===== config.mk =====
export PLATFORM = sky130hd
export DESIGN_NAME = lm_event_arbiter
export DESIGN_NICKNAME = d
export VERILOG_FILES = /design/src/rtl/lm_event_arbiter.sv
export SDC_FILE = /design/constraint.sdc
export NUM_CORES = 1
export LEC_CHECK = 0
export CORE_MARGIN = 2
export CORE_UTILIZATION = 40
export DETAILED_ROUTE_END_ITERATION = 8
export HOLD_SLACK_MARGIN = 0.12
export PLACE_DENSITY = 0.62
export SYNTH_ARGS = -nofsm -noshare
export SYNTH_HDL_FRONTEND = slang
export SYNTH_SLANG_ARGS = --single-unit

===== constraint.sdc =====
create_clock -name clk -period 4 [get_ports clk]
set_clock_uncertainty 0.15 [all_clocks]
set_input_delay 0.6 -clock clk [delete_from_list [all_inputs] [get_ports clk]]
set_output_delay 0.6 -clock clk [all_outputs]
set_load 0.05 [all_outputs]

===== src/rtl/lm_event_arbiter.sv =====
// lm_event_arbiter: log-manager front end. Four event sources (CM errors,
// UART errors, configuration changes, debug UART data) are captured into
// one-entry holding registers and shared round-robin over one byte channel.
// Each grant is sent as a two-byte frame: header, then payload.
//
// Handshake: a byte transfers on a rising edge where out_valid and out_ready
// are both 1; while out_valid is 1 and out_ready is 0, out_data is held.
module lm_event_arbiter #(
    parameter int WIDTH_UART_DATA     = 8,
    parameter int WIDTH_VGA_ERROR     = 3,
    parameter int WIDTH_UART_ERROR    = 2,
    parameter int WIDTH_CONFIGURATION = 4
) (
    input  logic                           clk,
    input  logic                           rst,
    input  logic                           UART_data_debug_switch,
    input  logic [WIDTH_UART_DATA-1:0]     UART_data,
    input  logic                           UART_data_valid,
    input  logic [WIDTH_VGA_ERROR-1:0]     CM_errors,
    input  logic                           CM_errors_valid,
    input  logic [WIDTH_UART_ERROR-1:0]    UART_errors,
    input  logic                           UART_errors_valid,
    input  logic [WIDTH_CONFIGURATION-1:0] config_notification,
    output logic [7:0]                     out_data,
    output logic                           out_valid,
    input  logic                           out_ready,
    output logic                           busy,
    output logic [1:0]                     state_dbg_o
);

    typedef enum logic [1:0] {
        ST_IDLE = 2'd0,
        ST_HDR  = 2'd1,
        ST_PAY  = 2'd2
    } state_e;

    state_e                         state_q;
    logic                           out_valid_q;
    logic [7:0]                     out_data_q;
    logic [7:0]                     pay_q;
    logic [1:0]                     rr_q;
    logic [WIDTH_CONFIGURATION-1:0] cfg_prev_q;

    logic [3:0]      pend_q, pend_d;
    logic [3:0]      ovf_q,  ovf_d;
    logic [3:0][7:0] data_q, data_d;

    logic [3:0]      cap_vld;
    logic [3:0][7:0] cap_data;
    logic            gnt_found;
    logic [1:0]      gnt_tag;
    logic [1:0]      idx;
    logic [3:0]      clr;

    // Per-source capture strobes and zero-extended payloads, indexed by tag.
    always_comb begin
        cap_vld[0]  = CM_errors_valid;
        cap_vld[1]  = UART_errors_valid;
        cap_vld[2]  = (config_notification != cfg_prev_q);
        cap_vld[3]  = UART_data_valid & UART_data_debug_switch;
        cap_data[0] = 8'(CM_errors);
        cap_data[1] = 8'(UART_errors);
        cap_data[2] = 8'(config_notification);
        cap_data[3] = 8'(UART_data);
    end

    // Round-robin search: first pending source at or above rr, wrapping.
    always_comb begin
        gnt_found = 1'b0;
        gnt_tag   = 2'd0;
        idx       = 2'd0;
        for (int k = 3; k >= 0; k--) begin
            idx = rr_q + 2'(k);
            if (pend_q[idx]) begin
                gnt_found = 1'b1;
                gnt_tag   = idx;
            end
        end
        clr = 4'b0000;
        if (state_q == ST_IDLE && gnt_found) begin
            clr[gnt_tag] = 1'b1;
        end
    end

    // Holding-register next state: grant clears, a capture in the same cycle
    // wins, a capture onto a still-pending entry only marks overflow.
    always_comb begin
        pend_d = pend_q;
        ovf_d  = ovf_q;
        data_d = data_q;
        for (int i = 0; i < 4; i++) begin
            if (clr[i]) begin
                pend_d[i] = 1'b0;
                ovf_d[i]  = 1'b0;
            end
            if (cap_vld[i]) begin
                if (pend_q[i] && !clr[i]) begin
                    ovf_d[i] = 1'b1;
                end else begin
                    data_d[i] = cap_data[i];
                    pend_d[i] = 1'b1;
                end
            end
        end
        // Debug data is discarded entirely while forwarding is switched off.
        if (!UART_data_debug_switch) begin
            pend_d[3] = 1'b0;
            ovf_d[3]  = 1'b0;
        end
    end

    // Holding registers and the previous configuration word.
    always_ff @(posedge clk or posedge rst) begin
        if (rst) begin
            pend_q     <= '0;
            ovf_q      <= '0;
            data_q     <= '0;
            cfg_prev_q <= '0;
        end else begin
            pend_q     <= pend_d;
            ovf_q      <= ovf_d;
            data_q     <= data_d;
            cfg_prev_q <= config_notification;
        end
    end

    // Frame FSM with registered outputs: IDLE grants, HDR and PAY present bytes.
    always_ff @(posedge clk or posedge rst) begin
        if (rst) begin
            state_q     <= ST_IDLE;
            out_valid_q <= 1'b0;
            out_data_q  <= 8'h00;
            pay_q       <= 8'h00;
            rr_q        <= 2'd0;
        end else begin
            case (state_q)
                ST_IDLE: begin
                    if (gnt_found) begin
                        out_data_q  <= {1'b1, gnt_tag, ovf_q[gnt_tag], 4'b0000};
                        out_valid_q <= 1'b1;
                        pay_q       <= data_q[gnt_tag];
                        rr_q        <= gnt_tag + 2'd1;
                        state_q     <= ST_HDR;
                    end
                end
                ST_HDR: begin
                    if (out_ready) begin
                        out_data_q <= pay_q;
                        state_q    <= ST_PAY;
                    end
                end
                ST_PAY: begin
                    if (out_ready) begin
                        out_valid_q <= 1'b0;
                        state_q     <= ST_IDLE;
                    end
                end
                default: begin
                    out_valid_q <= 1'b0;
                    state_q     <= ST_IDLE;
                end
            endcase
        end
    end

    assign out_data    = out_data_q;
    assign out_valid   = out_valid_q;
    assign busy        = (state_q != ST_IDLE);
    assign state_dbg_o = state_q;

endmodule


==> results.toml, run 1 <==
[timing]
fin_ws_ps = 1299
maxSlewViolCount = 0
whs_ps = 318.1
worst_pin_slew_ps = 995.4
max_freq_mhz = 370.2
min_period_ps = 2701
tns_ps = 0
setup_viol = 0
rsz0062_at_grt = "false"
hold_viol = 0
finalCritPeriodShare = 0.6753
max-slew-margin-rel = 0.3354

[routing]
drc_errors = 0
drt_iter0_drc = 79
vias = 1507
vias_per_cell = 4.830
wl_per_cell_microns = 13.10
antenna_left = 0
drt-total-wl_microns = 4088
dr.pass1.iters = 4

[critical_path]
regToRegStartpoint = "pend_q[0]"
crit_fanout = 11
path_depth = 7
crit_type = "flip-flop to flip-flop"
cp-start-kind = "flip-flop"
worst_r2r_path_depth = 7
r2r_slack_ps = 1300
path_cells = "a21oi_1 -> o21a_1 -> o22a_1 -> ha_1 -> a21boi_0 -> nor2_2 -> mux2_2"
arrival_ps = 2740
critPathTopFamily = "compound AO/OA/AOI/OAI gates"
cp.required_ps = 4040
crit_buf_inv = 0
r2r_end = "data_q[26]"
end_kind = "flip-flop"
slowest_stage = "dfrtp_1"
cpPeakStageDelay_ps = 460

[yosys]
ys_types = 33
synth_nets = 229
synth_warnings = 0
synth_top_area_frac = 0.5631
synth-seq-cells = 50
synth_top_area_cell = "dfrtp_1"
netlist_instances = 201
synth_area_leaders = "dfrtp_1 (56%), mux2_2 (9.6%), nand2_1 (7.8%)"
synth_seq_area_share = 0.5631
syn-cell-area_sq_um = 2222
syn_area_per_cell_sq_um = 11.06

[hold_path]
hp-class = "flip-flop to flip-flop"
whs_path_depth = 2
hp-start = "out_data[1]"
whs_endpoint = "out_data[1]"

[clock_network]
post_cts_buffers = 0
clk_path_buf_depth = 2
cts_tree = "done"
numCtsBuffers = 5
insertion_delay_ps = 300
cts_resized = 0
cts_root_buffer = "clkbuf_8"
h-tree-depth = 2
clock-sinks = 50
ctsHoldBuffers = 0
clk_pin_slew_worst_paths_ps = 90

[layout]
most-common-layout-cells = "dfrtp_1 (50), nand2_1 (46), clkdlybuf4s50_1 (35)"
stdcell_area_sq_um = 2721
drive_gt1_frac = 0.1333
final_nets = 267
fin_cells = 312
fillCellCount = 529
syn2layout_area_growth_pct = 22.47
final_common_cell = "dfrtp_1"
num_antenna_cells = 0
final_util = 0.5003

[placed_design]
gp_congestion = 0.7519
dpl.cell_count = 304
dp_slack_ps = 1147
hpwl_microns = 2995
placed_cell_area_sq_um = 2631
io_buffers = 35

[global_routing]
grt_pass1_wl_microns = 7196
grt-ovfl-total = 0
grt_max_degree = 51
grt_pass1_vias = 1577
track_usage = 0.1474
antenna_found_initial = 0

[power_and_ir_drop]
total_power_mw = 2.230
ir_drop_uv = 324.7
pwr_density_cell_nw_per_um2 = 819.5
leakage_nw = 1.193

[floorplanning]
fp.dieH_microns = 78.54
start_util = 0.4086
core_sq_um = 5439
die_w_microns = 78.54
io_pins = 36
die_area_sq_um = 6168
rows = 27

[run_status]
status = "complete, no violations"

[job]
cap_violations = 0
-- how the worst max path moves through the flow --
stage / start / end / slack, ps
after floorplan: rr_q[1] / data_q[24] / 1680
final: pend_q[0] / data_q[26] / 1300
after detailed placement: out_ready / pay_q[3] / 1150
after global routing: pend_q[0] / data_q[26] / 1070
after global placement: out_ready / pay_q[3] / 1250
after CTS: pend_q[0] / data_q[24] / 1240
-- state kept, by name, summed over array words and instances, names as in the netlist --
| name | count |
|---|---|
| pend_q | 4 |
| out_valid | 1 |
| ovf_q | 4 |
| pay_q | 8 |
| cfg_prev_q | 4 |
| out_data | 8 |
| data_q | 17 |
| state_dbg_o | 2 |
| rr_q | 2 |
-- area by class of cell --
| cell class | instances | area [sq um] | area share |
|---|---|---|---|
| multi-input combinational | 141 | 913.4 | 0.3356 |
| timing repair buffer | 36 | 357.8 | 0.1315 |
| clock inverter | 3 | 21.27 | 0.007816 |
| tap | 72 | 90.09 | 0.03310 |
| sequential | 50 | 1251 | 0.4598 |
| inverter | 5 | 18.77 | 0.006897 |
| clock buffer | 5 | 68.82 | 0.02529 |
-- cell families (layout without fill, tap and decap cells) --
logic type / count (synthesis) / in the layout / share of synthesized area
AO/OA/AOI/OAI: 33 / 33 / 0.08896
AND/OR/NAND/NOR: 71 / 71 / 0.1425
XOR/XNOR: 4 / 4 / 0.01576
buffers and inverters: 10 / 49 / 0.02590
adder cells (fa/ha/maj): 4 / 4 / 0.02252
multiplexers: 29 / 29 / 0.1413
flip-flops: 50 / 50 / 0.5631
-- worst reg2reg max path: cells and delay by family (launching register included) --
kind            cells  cell delay [ps]
compound gates      4              890
flops               1              460
simple gates        1              450
mux                 1              400
fa+ha+maj           1              250
-- cell usage after synthesis --
library cell / n
a21boi_0: 1
a21o_1: 1
a21oi_1: 11
a221o_1: 1
a31oi_1: 2
and3_1: 1
buf_2: 1
buf_4: 1
buf_6: 2
clkbuf_1: 1
dfrtp_1: 50
ha_1: 4
inv_1: 5
mux2_2: 19
mux2i_1: 10
nand2_1: 46
nand2b_1: 5
nand3_1: 5
nand4_1: 1
nor2_1: 7
nor2_2: 1
nor2b_1: 2
nor3_4: 1
nor3b_1: 1
nor4_1: 1
o211ai_1: 1
o21a_1: 3
o21ai_0: 9
o21ai_1: 1
o21ai_2: 1
o22a_1: 1
o31ai_1: 1
xnor2_1: 4
-- routing by layer --
metal,track usage,vias up,part of all wire
li1,-,759,-
met1,0.2010,717,0.49
met2,0.2402,29,0.47
met3,0.03103,2,0.034
met4,0.03684,0,0.0051
met5,0,-,0
-- power by group --
part	internal, mW	switching [mW]	total (mW)
Clock	0.123	0.167	0.290
Combinational	0.447	0.652	1.10
Sequential	0.703	0.137	0.841
Power figures use the tool's default switching activity.
==> run 2, diff against run 1 <==
--- a/config.mk
+++ b/config.mk
@@ -9,7 +9,7 @@
 export CORE_UTILIZATION = 40
 export DETAILED_ROUTE_END_ITERATION = 8
 export HOLD_SLACK_MARGIN = 0.12
-export PLACE_DENSITY = 0.62
+export PLACE_DENSITY = 0.64
 export SYNTH_ARGS = -nofsm -noshare
 export SYNTH_HDL_FRONTEND = slang
 export SYNTH_SLANG_ARGS = --single-unit
==> constraint.sdc (replaced) <==
create_clock -name clk -period 2.46 [get_ports clk]
set_clock_uncertainty 0.15 [all_clocks]
set_input_delay 0.369 -clock clk [delete_from_list [all_inputs] [get_ports clk]]
set_output_delay 0.369 -clock clk [all_outputs]
set_load 0.05 [all_outputs]
==> run 2 against run 1 <==
Compared with the run above: cell count grew 2.6%; critical path depth shrank 4; sequential share of layout area shrank 1.1 points; routed wire length rose by 3.2%; combinational power rose by 75%; die area did not move; core utilization increased by 1.3 points; sequential cell count unchanged; largest power group unchanged; highest routed layer unchanged.
==> results.toml, run 2 (same netlist as run 1, synthesis figures left out) <==
[critical_path]
end_kind = "output port"
regToRegStartpoint = "pend_q[0]"
r2r_end = "data_q[26]"
critPathTopFamily = "buffers and inverters"
slowest_stage = "clkdlybuf4s50_1"
cpPeakStageDelay_ps = 800
crit_end = "busy"
r2r_slack_ps = 200
worst_r2r_path_depth = 7
arrival_ps = 1790
startpoint = "state_dbg_o[1]"
crit_fanout = 9
path_depth = 3
cp-start-kind = "flip-flop"
path_cells = "nor2_1 -> inv_1 -> clkdlybuf4s50_1"
crit_buf_inv = 2
crit_type = "flip-flop to output port"
cp.required_ps = 1940

[routing]
vias = 1551
drt_iter0_drc = 69
drt-total-wl_microns = 4217
wl_per_cell_microns = 13.18
dr.pass1.iters = 4
vias_per_cell = 4.847
antenna_left = 0
drc_errors = 0

[layout]
fillCellCount = 511
ff_latch_area_sq_um = 1252
most-common-layout-cells = "dfrtp_1 (49), nand2_1 (46), clkdlybuf4s50_1 (35)"
final_nets = 275
drive_gt1_frac = 0.1653
num_antenna_cells = 0
multi_input_area_sq_um = 918.4
syn2layout_area_growth_pct = 25.68
largest_reg_flops = 17
max_flop_register = "data_q"
final_common_cell = "dfrtp_1"
final_util = 0.5135

[clock_network]
numCtsBuffers = 5
cts_root_buffer = "clkbuf_8"
ctsHoldBuffers = 0
clk_path_buf_depth = 2
insertion_delay_ps = 310
h-tree-depth = 2
cts_tree = "done"
clock-sinks = 50
clk_pin_slew_worst_paths_ps = 90

[run_status]
status = "complete, no violations"

[floorplanning]
core_sq_um = 5439
die_w_microns = 78.54
rows = 27
fp.dieH_microns = 78.54
io_pins = 36
die_area_sq_um = 6168
start_util = 0.4086

[timing]
max-slew-margin-rel = 0.5805
whs_ps = 319.2
maxSlewViolCount = 0
max_freq_mhz = 434.0
finalCritPeriodShare = 0.9367
setup_viol = 0
worst_pin_slew_ps = 629.2
tns_ps = 0
rsz0062_at_grt = "false"
min_period_ps = 2304
hold_viol = 0

[power_and_ir_drop]
pwr_density_cell_nw_per_um2 = 1355
leakage_nw = 1.234
ir_drop_uv = 820.9

[global_routing]
grt.busiest_layer = "met2"
grtUsageMet1 = 0.2067
grt_util_met2 = 0.2479
grt_pass1_wl_microns = 7396
grt_max_degree = 51
gr-usage-met3 = 0.04023
grt-ovfl-total = 0
track_usage = 0.1562
grt_pass1_vias = 1533
antenna_found_initial = 0

[placed_design]
gp_congestion = 0.8657
io_buffers = 35
hpwl_microns = 3163

[hold_path]
hp-class = "flip-flop to flip-flop"

[job]
cap_violations = 0
[run 2: per-stage QoR]
stage / power [mW] / instance area, sq um / worst slack, ps / instances
6_report: 3.784 / 2793 / 155.7 / 320
5_1_grt: 4.101 / 2793 / 41.15 / 320
4_1_cts: 3.829 / 2786 / 93.18 / 320
3_5_place_dp: 3.320 / 2691 / 120.8 / 312
3_3_place_gp: 3.295 / 2691 / 210.1 / 312
2_1_floorplan: 2.745 / 2222 / 142.2 / 201
[run 2: what timing repair did]
action | in CTS | in global routing
endpoints found under the setup margin | 0 | 8
buffers inserted | 0 | 0
gates resized for setup | 0 | 2
[run 2: worst min-delay path by stage]
stage / from / to / cells after the start / slack (ps)
finish: out_data[2] / out_data[2] / 2 / 320
global route: out_data[7] / out_data[7] / 2 / 350
CTS: out_data[2] / out_data[2] / 2 / 330
detailed placement: out_data[2] / out_data[2] / 2 / 300
global placement: out_data[2] / out_data[2] / 2 / 300
floorplan: config_notification[0] / cfg_prev_q[0] / 0 / 250
[run 2: area by class of cell]
cell class              count  share of cell area
flip-flops and latches     50              0.4485
multi-input cells         141              0.3289
repair buffers             44              0.1496
well taps                  72             0.03226
clock buffers               6             0.02957
inverters                   5            0.006720
clock inverters             2            0.004480
[run 2: power breakdown]
| group | leakage [nW] | switching, mW | internal [mW] | total, mW |
|---|---|---|---|---|
| Sequential | 0.594 | 0.211 | 1.15 | 1.36 |
| Combinational | 0.593 | 1.10 | 0.829 | 1.93 |
| Clock | 0.0472 | 0.270 | 0.226 | 0.496 |
| Total | 1.23 | 1.58 | 2.20 | 3.78 |
[run 2: worst register-to-register path, stage by stage (launching register included)]
cell and delay [ps]:
dfrtp_1 450, a21oi_1 90, o21a_1 170, o22a_1 240, ha_1 230, a21boi_0 380, nor2_4 130, mux2_2 300
[run 2: layer usage]
metal | share of wire | up-vias | routed length (microns)
met5 | 0 | - | 0
met4 | 0.015 | 0 | 65
met3 | 0.050 | 7 | 212
met2 | 0.48 | 39 | 2011
met1 | 0.46 | 730 | 1928
li1 | - | 775 | -
